<file path="src/rtl/serial_subtractor.sv">
`default_nettype none
// ============================================================================
// Module   : serial_subtractor
// Brief    : Multi-cycle Num_1 - Num_2 - Bin, CHUNK bits per clock, with
//            OV/ZF/NF/CF flags. Optional macro SERIAL_SUBTRACTOR_ADD_MODE_EN
//            adds an Op input that selects Num_1 + Num_2 + Bin instead.
// Revision : 1.0 - initial release
// ============================================================================
module serial_subtractor #(
  parameter int WIDTH = 32,
  parameter int CHUNK = 8
) (
  input  logic             Clk,
  input  logic             Rst,
  input  logic             Start,
  input  logic [WIDTH-1:0] Num_1,
  input  logic [WIDTH-1:0] Num_2,
  input  logic             Bin,
`ifdef SERIAL_SUBTRACTOR_ADD_MODE_EN
  input  logic             Op,
`endif
  output logic             Busy,
  output logic             Done,
  output logic [WIDTH-1:0] Diff,
  output logic             Bout,
  output logic             OV,
  output logic             ZF,
  output logic             NF,
  output logic             CF
);

  localparam int NCHUNK = WIDTH / CHUNK;
  localparam int CW     = (NCHUNK > 1) ? $clog2(NCHUNK) : 1;
  localparam logic [CW-1:0] C_LAST = CW'(NCHUNK - 1);

  typedef enum logic [1:0] {
    S_IDLE = 2'd0,
    S_RUN  = 2'd1,
    S_DONE = 2'd2
  } state_t;

  state_t           state_q, state_d;
  logic [CW-1:0]    cnt_q, cnt_d;
  logic [WIDTH-1:0] a_q, a_d, b_q, b_d, acc_q, acc_d;
  logic             borrow_q, borrow_d;
  logic             a_msb_q, a_msb_d, b_msb_q, b_msb_d;
  logic [WIDTH-1:0] diff_q, diff_d;
  logic             bout_q, bout_d, ov_q, ov_d, zf_q, zf_d, nf_q, nf_d, cf_q, cf_d;
  logic             add_mode;
  logic [CHUNK:0]   chunk_res;
  logic [WIDTH-1:0] acc_shift;

`ifdef SERIAL_SUBTRACTOR_ADD_MODE_EN
  logic op_q, op_d;
  assign add_mode = op_q;
`else
  assign add_mode = 1'b0;
`endif

  // Operands shift right each cycle so the active chunk is always the low slice.
  always_comb begin
    if (add_mode) begin
      chunk_res = {1'b0, a_q[CHUNK-1:0]} + {1'b0, b_q[CHUNK-1:0]} + {{CHUNK{1'b0}}, borrow_q};
    end else begin
      chunk_res = {1'b0, a_q[CHUNK-1:0]} - {1'b0, b_q[CHUNK-1:0]} - {{CHUNK{1'b0}}, borrow_q};
    end
  end

  // Result chunks enter at the top of the accumulator and migrate down.
  generate
    if (CHUNK < WIDTH) begin : g_acc_shift
      assign acc_shift = {chunk_res[CHUNK-1:0], acc_q[WIDTH-1:CHUNK]};
    end else begin : g_acc_full
      assign acc_shift = chunk_res[CHUNK-1:0];
    end
  endgenerate

  always_comb begin
    state_d  = state_q;
    cnt_d    = cnt_q;
    a_d      = a_q;
    b_d      = b_q;
    acc_d    = acc_q;
    borrow_d = borrow_q;
    a_msb_d  = a_msb_q;
    b_msb_d  = b_msb_q;
    diff_d   = diff_q;
    bout_d   = bout_q;
    ov_d     = ov_q;
    zf_d     = zf_q;
    nf_d     = nf_q;
    cf_d     = cf_q;
`ifdef SERIAL_SUBTRACTOR_ADD_MODE_EN
    op_d     = op_q;
`endif
    case (state_q)
      S_IDLE, S_DONE: begin
        state_d = S_IDLE;
        if (Start) begin
          state_d  = S_RUN;
          cnt_d    = '0;
          a_d      = Num_1;
          b_d      = Num_2;
          acc_d    = '0;
          borrow_d = Bin;
          a_msb_d  = Num_1[WIDTH-1];
          b_msb_d  = Num_2[WIDTH-1];
`ifdef SERIAL_SUBTRACTOR_ADD_MODE_EN
          op_d     = Op;
`endif
        end
      end
      S_RUN: begin
        a_d      = a_q >> CHUNK;
        b_d      = b_q >> CHUNK;
        acc_d    = acc_shift;
        borrow_d = chunk_res[CHUNK];
        cnt_d    = cnt_q + CW'(1);
        if (cnt_q == C_LAST) begin
          state_d = S_DONE;
          diff_d  = acc_shift;
          bout_d  = chunk_res[CHUNK];
          cf_d    = chunk_res[CHUNK];
          zf_d    = (acc_shift == '0);
          nf_d    = acc_shift[WIDTH-1];
          ov_d    = ((a_msb_q == b_msb_q) == add_mode) && (acc_shift[WIDTH-1] != a_msb_q);
        end
      end
      default: state_d = S_IDLE;
    endcase
  end

  always_ff @(posedge Clk or posedge Rst) begin
    if (Rst) begin
      state_q  <= S_IDLE;
      cnt_q    <= '0;
      a_q      <= '0;
      b_q      <= '0;
      acc_q    <= '0;
      borrow_q <= 1'b0;
      a_msb_q  <= 1'b0;
      b_msb_q  <= 1'b0;
      diff_q   <= '0;
      bout_q   <= 1'b0;
      ov_q     <= 1'b0;
      zf_q     <= 1'b0;
      nf_q     <= 1'b0;
      cf_q     <= 1'b0;
`ifdef SERIAL_SUBTRACTOR_ADD_MODE_EN
      op_q     <= 1'b0;
`endif
    end else begin
      state_q  <= state_d;
      cnt_q    <= cnt_d;
      a_q      <= a_d;
      b_q      <= b_d;
      acc_q    <= acc_d;
      borrow_q <= borrow_d;
      a_msb_q  <= a_msb_d;
      b_msb_q  <= b_msb_d;
      diff_q   <= diff_d;
      bout_q   <= bout_d;
      ov_q     <= ov_d;
      zf_q     <= zf_d;
      nf_q     <= nf_d;
      cf_q     <= cf_d;
`ifdef SERIAL_SUBTRACTOR_ADD_MODE_EN
      op_q     <= op_d;
`endif
    end
  end

  assign Busy = (state_q == S_RUN);
  assign Done = (state_q == S_DONE);
  assign Diff = diff_q;
  assign Bout = bout_q;
  assign OV   = ov_q;
  assign ZF   = zf_q;
  assign NF   = nf_q;
  assign CF   = cf_q;

endmodule
`default_nettype wire

</file>
<file path="config.mk">
export PLATFORM = sky130hd
export DESIGN_NAME = serial_subtractor
export DESIGN_NICKNAME = d
export VERILOG_FILES = /design/src/rtl/serial_subtractor.sv
export SDC_FILE = /design/constraint.sdc
export NUM_CORES = 1
export LEC_CHECK = 0
export ABC_AREA = 1
export BUFFER_PORTS_ARGS = -buffer_cell sky130_fd_sc_hd__buf_2
export CAP_MARGIN = 20
export CORE_UTILIZATION = 45
export DETAILED_ROUTE_END_ITERATION = 6
export GPL_TIMING_DRIVEN = 0
export HOLD_SLACK_MARGIN = 0.02
export PLACE_DENSITY = 0.66
export SYNTH_ARGS = -nofsm -noshare
export SYNTH_HDL_FRONTEND = slang
export SYNTH_SLANG_ARGS = --single-unit
</file>
<file path="constraint.sdc">
create_clock -name Clk -period 5.5 [get_ports Clk]
set_input_delay 0.275 -clock Clk [delete_from_list [all_inputs] [get_ports Clk]]
set_output_delay 0.275 -clock Clk [all_outputs]
set_load 0.1 [all_outputs]
</file>
# Word-level counts from Yosys, hierarchy flattened
# Index checks and enable logic that the tools add are counted.
# word_totals
ff_bits,139
in_bits,68
out_inout_bits,39
# classes
n_addsub,3
n_eq_ne,7
mux,13
n_bitwise,1
reduce_logical,8
# op_table
op,count
32-bit one-hot mux with 2 select lines,3
32-bit two-way mux,3
32-bit zero test,1
8-bit by 8-bit subtractor with 9-bit output,1
9-bit by 1-bit subtractor with 9-bit output,1
2-bit one-hot mux with 2 select lines,2
2-bit AND reduction,3
2-bit == test (second input constant),2
2-bit two-way mux,2
2-bit by 1-bit adder with 2-bit output (second input constant),1
2-bit by 1-bit == test with 1-bit output (second input constant),1
2-bit zero test,1
1-bit two-way mux,2
2-bit by 1-bit inequality test with 1-bit output (second input constant),1
2-bit inequality test (second input constant),1
1-bit one-hot mux with 2 select lines,1
2-bit nonzero test,1
2-bit OR reduction,1
1-bit == test,1
1-bit logical AND,1
1-bit inequality test,1
1-bit inverter,1

# Depth between registers and ports, before layout
# Gate-level depths: netlist of run 1.
# depth
ltp_word,4
depth_mapped,14

# Worst setup path after synthesis of run 1
# Ideal clock, no wire load.
# synth_timing
path_kind,flip-flop to flip-flop
from,register a_q[0]
to,register borrow_q
setup_ns,0.126
arrival_ns,1.893
slack_ns,3.480
stages_incl_launch_ff,11
path_cell_list,dfrtp_1 > fa_1 > fa_1 > o21ai_0 > nand2_1 > nand2_1 > nand2_1 > nand2_1 > nand3_1 > nand2_1 > o21ai_0
# synth_via
elab_chain_cells,3
# synth_rtl
item,line_no,text
"start, declared",44,"logic [WIDTH-1:0] a_q, a_d, b_q, b_d, acc_q, acc_d;"
"start signal, assigned",137,a_q <= '0;
"start signal, assigned",155,a_q <= a_d;
8-bit by 8-bit subtractor with 9-bit output,65,"chunk_res = {1'b0, a_q[CHUNK-1:0]} - {1'b0, b_q[CHUNK-1:0]} - {{CHUNK{1'b0}}, borrow_q};"
9-bit by 1-bit subtractor with 9-bit output,65,
1-bit one-hot mux with 2 select lines,96,case (state_q)
"end signal, assigned",158,borrow_q <= borrow_d;
"end, declared",45,"logic borrow_q, borrow_d;"
# No other way between the ends.
# A chain may end at the register's enable or synchronous reset.

# Final worst setup path of run 1
# layout_timing
from,register a_q[0]
to,register zf_q (netlist: ZF)
# layout_via
elab_chain_cells,3
# layout_rtl
item,line_no,text
8-bit by 8-bit subtractor with 9-bit output,65,
9-bit by 1-bit subtractor with 9-bit output,65,
32-bit zero test,124,zf_d = (acc_shift == '0);
"end signal, assigned",164,zf_q <= zf_d;
"end, declared",48,"logic bout_q, bout_d, ov_q, ov_d, zf_q, zf_d, nf_q, nf_d, cf_q, cf_d;"
# No other way between the ends.

==> metrics.md, run 1 <==
| Metric | Value |
|---|---|
| Status | `complete, no violations` |
| Buffers on Ports | `approximately 110` |
| Required @ worst endpoint | `about 5.9 ns` |
| Fillers | `around 1.2k` |
| Worst hold-check path type | `in2reg` |
| Dpl hpwl | `10800 microns` |
| CP Data Arrival Time | `around 2.7 ns` |
| CTS tree | `built` |
| Commonest register cell after synthesis | `dfrtp_1` |
| Clock buffer depth | `2` |
| CTS H-tree lvls | `4` |
| Synth area leaders | `dfrtp_1 (54%), a221oi_2 (7.2%), inv_1 (6.7%)` |
| Top-area cell type share of the netlist area | `0.536` |
| Die area | `14000 sq um` |
| Largest net degree at the start of global routing | `89` |
| Most common cell in the netlist | `dfrtp_1` |
| Yosys cell types | `30` |
| Worst slew pin tran | `0.545 ns` |
| Horiz. Die Dim | `about 120 microns` |
| First-pass GRT wire length | `roughly 24000 microns` |
| Hold_sp | `Num_2[24]` |
| Vias in the first global route | `around 4.8k` |
| Async set-reset flop share out of synthesis | `1.00` |
| Initial antenna violation count | `0` |
| Syn avg cell area | `around 9.7 sq um` |
| Post-Syn Area | `6070 sq um` |
| Vias per cell | `about 5.1` |
| Syn Nets | `a little over 700` |
| CP max FO | `3` |
| Nets | `between 800 and 900` |
| Path depth of the worst reg2reg path | `9` |
| Worst Hold Path EP | `b_q[24]$_DFFE_PP0P_` |
| Initial Utilization | `0.460` |
| Crit Path Class | `reg2reg` |
| Area growth syn-to-layout | `22.2%` |
| Minimum clock period | `2.36 ns` |
| EDFF count, synth | `0` |
| Placed Cells | `approximately 900` |
| Syn. warnings | `0` |
| Total of max-cap violations | `0` |
| Ports | `about 110` |
| Clock slew at reported path FFs | `0.06 ns` |
| Worst hold path cell count | `3` |
| Drt first-iter violations | `roughly 260` |
| Final Setup Violations | `0` |
| Routed WL per cell | `around 16 microns` |
| Final Hold Vio Count | `0` |
| Worst path buffer plus inverter count | `0` |
| Post-DRT Antenna Nets | `0` |
| Clock sink total | `130` |
| Crit path max-delay cell type | `fa_1` |
| Synthesized instance count | `approximately 630` |
| Top cells by count, synth | `dfrtp_1 (130), inv_1 (108), nand2_1 (88)` |
| Via count | `slightly below 5k` |
| CP Cell Sequence | `fa_1 -> fa_1 -> xnor2_1 -> nand2_1 -> nor2_1 -> nand3_1 -> nor2_1 -> nand4_1 -> nand2_1` |
| Crit-path max cell delay | `0.49 ns` |
| Reg2Reg Capture Point | `ZF$_DFFE_PP0P_` |
| WL final | `14600 microns` |
| Total CTS buffers | `17` |
| Root buffer cell | `clkbuf_16` |
| Slew margin rel. | `0.637` |
| Clock Skews | `between 0.008 and 0.009 ns` |
| Worst R2R Setup Slack | `roughly 3.1 ns` |
| Antenna diode count | `0` |
| Seq/Total Area, Yosys | `0.536` |
| Seq cells post-synth | `130` |
| DRC viols | `0` |
| Setup TNS | `0 ns` |
| Total GRT Usage | `0.225` |
| FF-to-FF Start | `a_q[0]$_DFFE_PP0P_` |
| Gpl congestion | `about 0.83` |
| Yosys top cell by area | `dfrtp_1` |
| Fin cells | `~940` |
| Die Ht | `approximately 120 microns` |
| Slew Limit Fails | `0` |
| Setup crit end kind | `flip-flop` |
| Core area | `roughly 13000 sq um` |
| Clk Latency, worst-skew pair | `~0.42 ns` |
| Overflow left after global routing | `0` |
| Fmax | `about 420 MHz` |
| Row Count | `42` |
| Share of cells above drive strength 1 | `0.268` |
| Tcrit/Tclk final | `0.429` |
| # resized after CTS | `0` |
| Min Hold Slack | `0.0582 ns` |
| CP startpoint kind | `flip-flop` |
| RSZ-0062 raised after global routing | `false` |
| Worst path top cell family by delay | `adder cells` |
| Final Util | `0.562` |
| DR pass1 iterations | `4` |
==> worst reg2reg max path, delay by kind of cell (launching register included) <==
| family | cells | cell delay [ns] |
|---|---|---|
| adder cells (fa/ha/maj) | 2 | 0.95 |
| AND/OR/NAND/NOR | 6 | 0.55 |
| flip-flops | 1 | 0.41 |
| XOR/XNOR | 1 | 0.38 |
==> metal layers <==
layer,vias to the layer above,wire (microns),global-route usage
met5,-,0,0
met4,0,274,0.0817
met3,23,769,0.0487
met2,152,6890,0.366
met1,2285,6680,0.296
li1,2344,-,-
==> what timing repair did <==
action | CTS | global route
setup buffers | 0 | 0
hold buffers | 1 | 0
hold endpoints to repair | 42 | 0
endpoints found under the setup margin | 0 | 0
==> registers in the layout, summed over array words and instances (netlist names), 2 cells and up <==
name	flops
acc_q	24
Diff	32
b_q	32
cnt_q	2
a_q	32
state_q	2
==> cell usage in the layout (no fill, tap or decap), types with 2 or more instances in the layout <==
master	Yosys	routed
nor3_1	49	49
o21ai_1	14	14
clkbuf_16	0	17
nand3_1	12	12
buf_4	10	10
inv_2	3	3
clkinv_2	0	2
a221oi_1	5	5
clkinvlp_4	0	3
buf_6	3	3
inv_6	0	4
a211oi_2	7	7
a221oi_2	29	29
inv_1	108	107
nor2_1	33	33
nand4_1	8	8
o22ai_1	32	32
clkbuf_1	12	14
clkinv_4	0	2
o21ai_0	40	40
a21oi_1	4	4
ha_1	15	15
dfrtp_1	130	130
o21a_1	3	3
buf_2	11	117
fa_1	2	2
nand2_1	88	88
==> stage by stage <==
stage / area [sq um] / setup WS [ns]
finish: 7420 / 3.14
CTS: 7420 / 3.18
detailed placement: 6860 / 3.22
global placement: 6820 / 0.372
global route: 7420 / 3.07
floorplan: 6070 / 1.76
==> worst max-delay path by stage <==
stage	from	to	slack, ns	cells after the start
5_1_grt	a_q[0]$_DFFE_PP0P_	ZF$_DFFE_PP0P_	3.07	9
6_report	a_q[0]$_DFFE_PP0P_	ZF$_DFFE_PP0P_	3.14	9
3_5_place_dp	a_q[0]$_DFFE_PP0P_	ZF$_DFFE_PP0P_	3.22	9
2_1_floorplan	Rst	CF$_DFFE_PP0P_	1.76	1
4_1_cts	a_q[0]$_DFFE_PP0P_	ZF$_DFFE_PP0P_	3.18	9
3_3_place_gp	Rst	b_q[25]$_DFFE_PP0P_	0.37	2
==> kinds of logic (layout without fill, tap and decap cells) <==
logic type	count (synthesis)	after routing	share of synthesized area
compound gates	135	135	0.179
simple gates	194	194	0.141
buf+inv	149	288	0.105
flops	130	130	0.536
fa+ha+maj	17	17	0.0375
xor+xnor	1	1	0.00144
==> area by class of cell <==
type | count | area [sq um] | share of cell area
sequential | 130 | 3250 | 0.439
multi-input combinational | 347 | 2180 | 0.294
timing repair buffer | 108 | 568 | 0.0766
clock buffer | 20 | 447 | 0.0602
inverter | 112 | 428 | 0.0577
tap | 176 | 220 | 0.0297
buffer | 37 | 213 | 0.0287
clock inverter | 11 | 106 | 0.0143
Power of run 1 is not shown: default switching activity piles up to over one toggle a cycle in this logic, so the estimate is an artifact.
==> run 2: changes to the inputs <==
PLACE_DENSITY = 0.69   (was 0.66)
clock period = 2.15 ns   (was 5.5 ns; I/O delays follow)
==> metrics.md, run 2 (synthesis results as in run 1) <==
| Metric | Value |
|---|---|
| Share of cells above drive strength 1 | `0.270` |
| Post-DRT Antenna Nets | `0` |
| Final Setup Violations | `0` |
| Vias in the first global route | `between 5k and 6k` |
| Ports | `107` |
| Antenna diode count | `0` |
| Worst R2R Setup Slack | `~0.030 ns` |
| CP startpoint kind | `flip-flop` |
| Final worst slack | `around 0.030 ns` |
| DRC viols | `0` |
| Die Ht | `~120 microns` |
| Clock sink total | `130` |
| Die area | `14000 sq um` |
| Worst slew pin tran | `about 0.51 ns` |
| Row Count | `42` |
| Most common cell after layout, fill and taps aside | `dfrtp_1` |
| Required @ worst endpoint | `2.51 ns` |
| Multi-input gate area in the final layout | `2260 sq um` |
| Status | `complete, no violations` |
| Routed WL per cell | `between 15 and 20 microns` |
| Setup crit end kind | `flip-flop` |
| Initial Utilization | `0.460` |
| Crit Path Class | `reg2reg` |
| Via count | `5072` |
| WL final | `between 15000 and 20000 microns` |
| CTS tree | `built` |
| Fillers | `between 1k and 1.5k` |
| CP Data Arrival Time | `approximately 2.5 ns` |
| Fmax | `between 400 and 500 MHz` |
| Nets | `between 800 and 900` |
| Clock slew at reported path FFs | `about 0.05 ns` |
| Buffers on Ports | `around 110` |
| Root buffer cell | `clkbuf_16` |
| DR pass1 iterations | `6` |
| RSZ-0062 raised after global routing | `true` |
| Overflow left after global routing | `0` |
| Total CTS buffers | `17` |
| Final Hold Vio Count | `0` |
| Clock Skews | `between 0.006 and 0.007 ns` |
| Slew Limit Fails | `0` |
| Largest net degree at the start of global routing | `45` |
| FF-to-FF Start | `a_q[0]$_DFFE_PP0P_` |
| Tcrit/Tclk final | `0.986` |
| Slew margin rel. | `0.662` |
| Critical Path Start | `a_q[0]$_DFFE_PP0P_` |
| Area growth syn-to-layout | `29.7%` |
| Worst hold-check path type | `in2reg` |
| Clock buffer depth | `2` |
| Dpl hpwl | `around 11000 microns` |
| Dpl ws | `-0.146 ns` |
| Most frequent cells in the layout | `dfrtp_1 (130), buf_2 (117), inv_1 (106)` |
| Gpl congestion | `about 0.82` |
| Core area | `between 10000 and 15000 sq um` |
| Vias per cell | `around 5.2` |
| Hold_sp | `Num_2[22]` |
| CP max FO | `2` |
| Min Hold Slack | `0.0396 ns` |
| Clk Latency, worst-skew pair | `roughly 0.42 ns` |
| Initial antenna violation count | `0` |
| Drt first-iter violations | `between 300 and 400` |
| Minimum clock period | `2.12 ns` |
| Total GRT Usage | `0.233` |
| Reg area | `3250 sq um` |
| Horiz. Die Dim | `between 100 and 150 microns` |
| CTS H-tree lvls | `4` |
| Total of max-cap violations | `0` |
| First-pass GRT wire length | `~25000 microns` |
-- run 2: cell types whose count changed in the layout (fill, tap and decap cells not counted), sizes merged --
cell	previous run	this run
dlygate4sd3	1	41
clkbuf	32	37
clkinvlp	3	1
clkinv	4	1
bufinv	1	0
inv	115	111
buf	132	136
-- run 2: worst paths after layout --
| check | end | cells past startpoint |
|---|---|---|
| setup / recovery | ZF$_DFFE_PP0P_ | 9 |
| hold / removal | b_q[22]$_DFFE_PP0P_ | 3 |
| setup reg to reg | ZF$_DFFE_PP0P_ | 9 |
| hold reg to reg | Diff[21]$_DFFE_PP0P_ | 2 |
| max in group asynchronous | b_q[0]$_DFFE_PP0P_ | 5 |
| min in group asynchronous | Diff[26]$_DFFE_PP0P_ | 3 |
-- run 2: worst max-delay path, cell delays in order (launching register included) --
cell     delay, ns
dfrtp_1       0.40
fa_2          0.45
fa_2          0.52
nor2_2        0.13
nand4_1       0.11
nor2_2        0.13
nand2_1       0.07
nor2_1        0.10
nand4_1       0.08
nand2_1       0.07
-- run 2: layer usage --
layer  GRT usage  share of wire  routed length [microns]
met4      0.0881          0.019                      287
met1       0.289           0.44                     6680
met5           0              0                        0
met3      0.0584          0.051                      773
met2       0.392           0.49                     7440
-- run 2: repair_timing --
item | CTS | global route
hold endpoints to repair | 128 | 0
buffers inserted | 1 | 1
hold buffers | 41 | 0
setup endpoints to repair | 4 | 5
gates resized for setup | 5 | 13
gates cloned | 0 | 0
pin swaps | 2 | 8
-- run 2: layout make-up --
class,count,area share
Inverter,112,0.0542
Clock buffer,25,0.0616
Tap cell,176,0.0280
Buffer,37,0.0270
Multi-Input combinational cell,347,0.287
Sequential cell,130,0.413
Timing Repair Buffer,152,0.129
Clock inverter,1,0.000635
-- run 2: stage by stage --
step | TNS, ns | cells | cell area [sq um] | util
after CTS | 0 | 979 | 7810 | 0.592
after global routing | -0.0576 | 980 | 7880 | 0.597
after detailed placement | -0.370 | 911 | 6890 | 0.522
after global placement | -38.73 | 908 | 6830 | 0.518
after floorplan | 0 | 626 | 6080 | -
final | 0 | 980 | 7880 | 0.597
Power of run 2 is left out for the same reason.
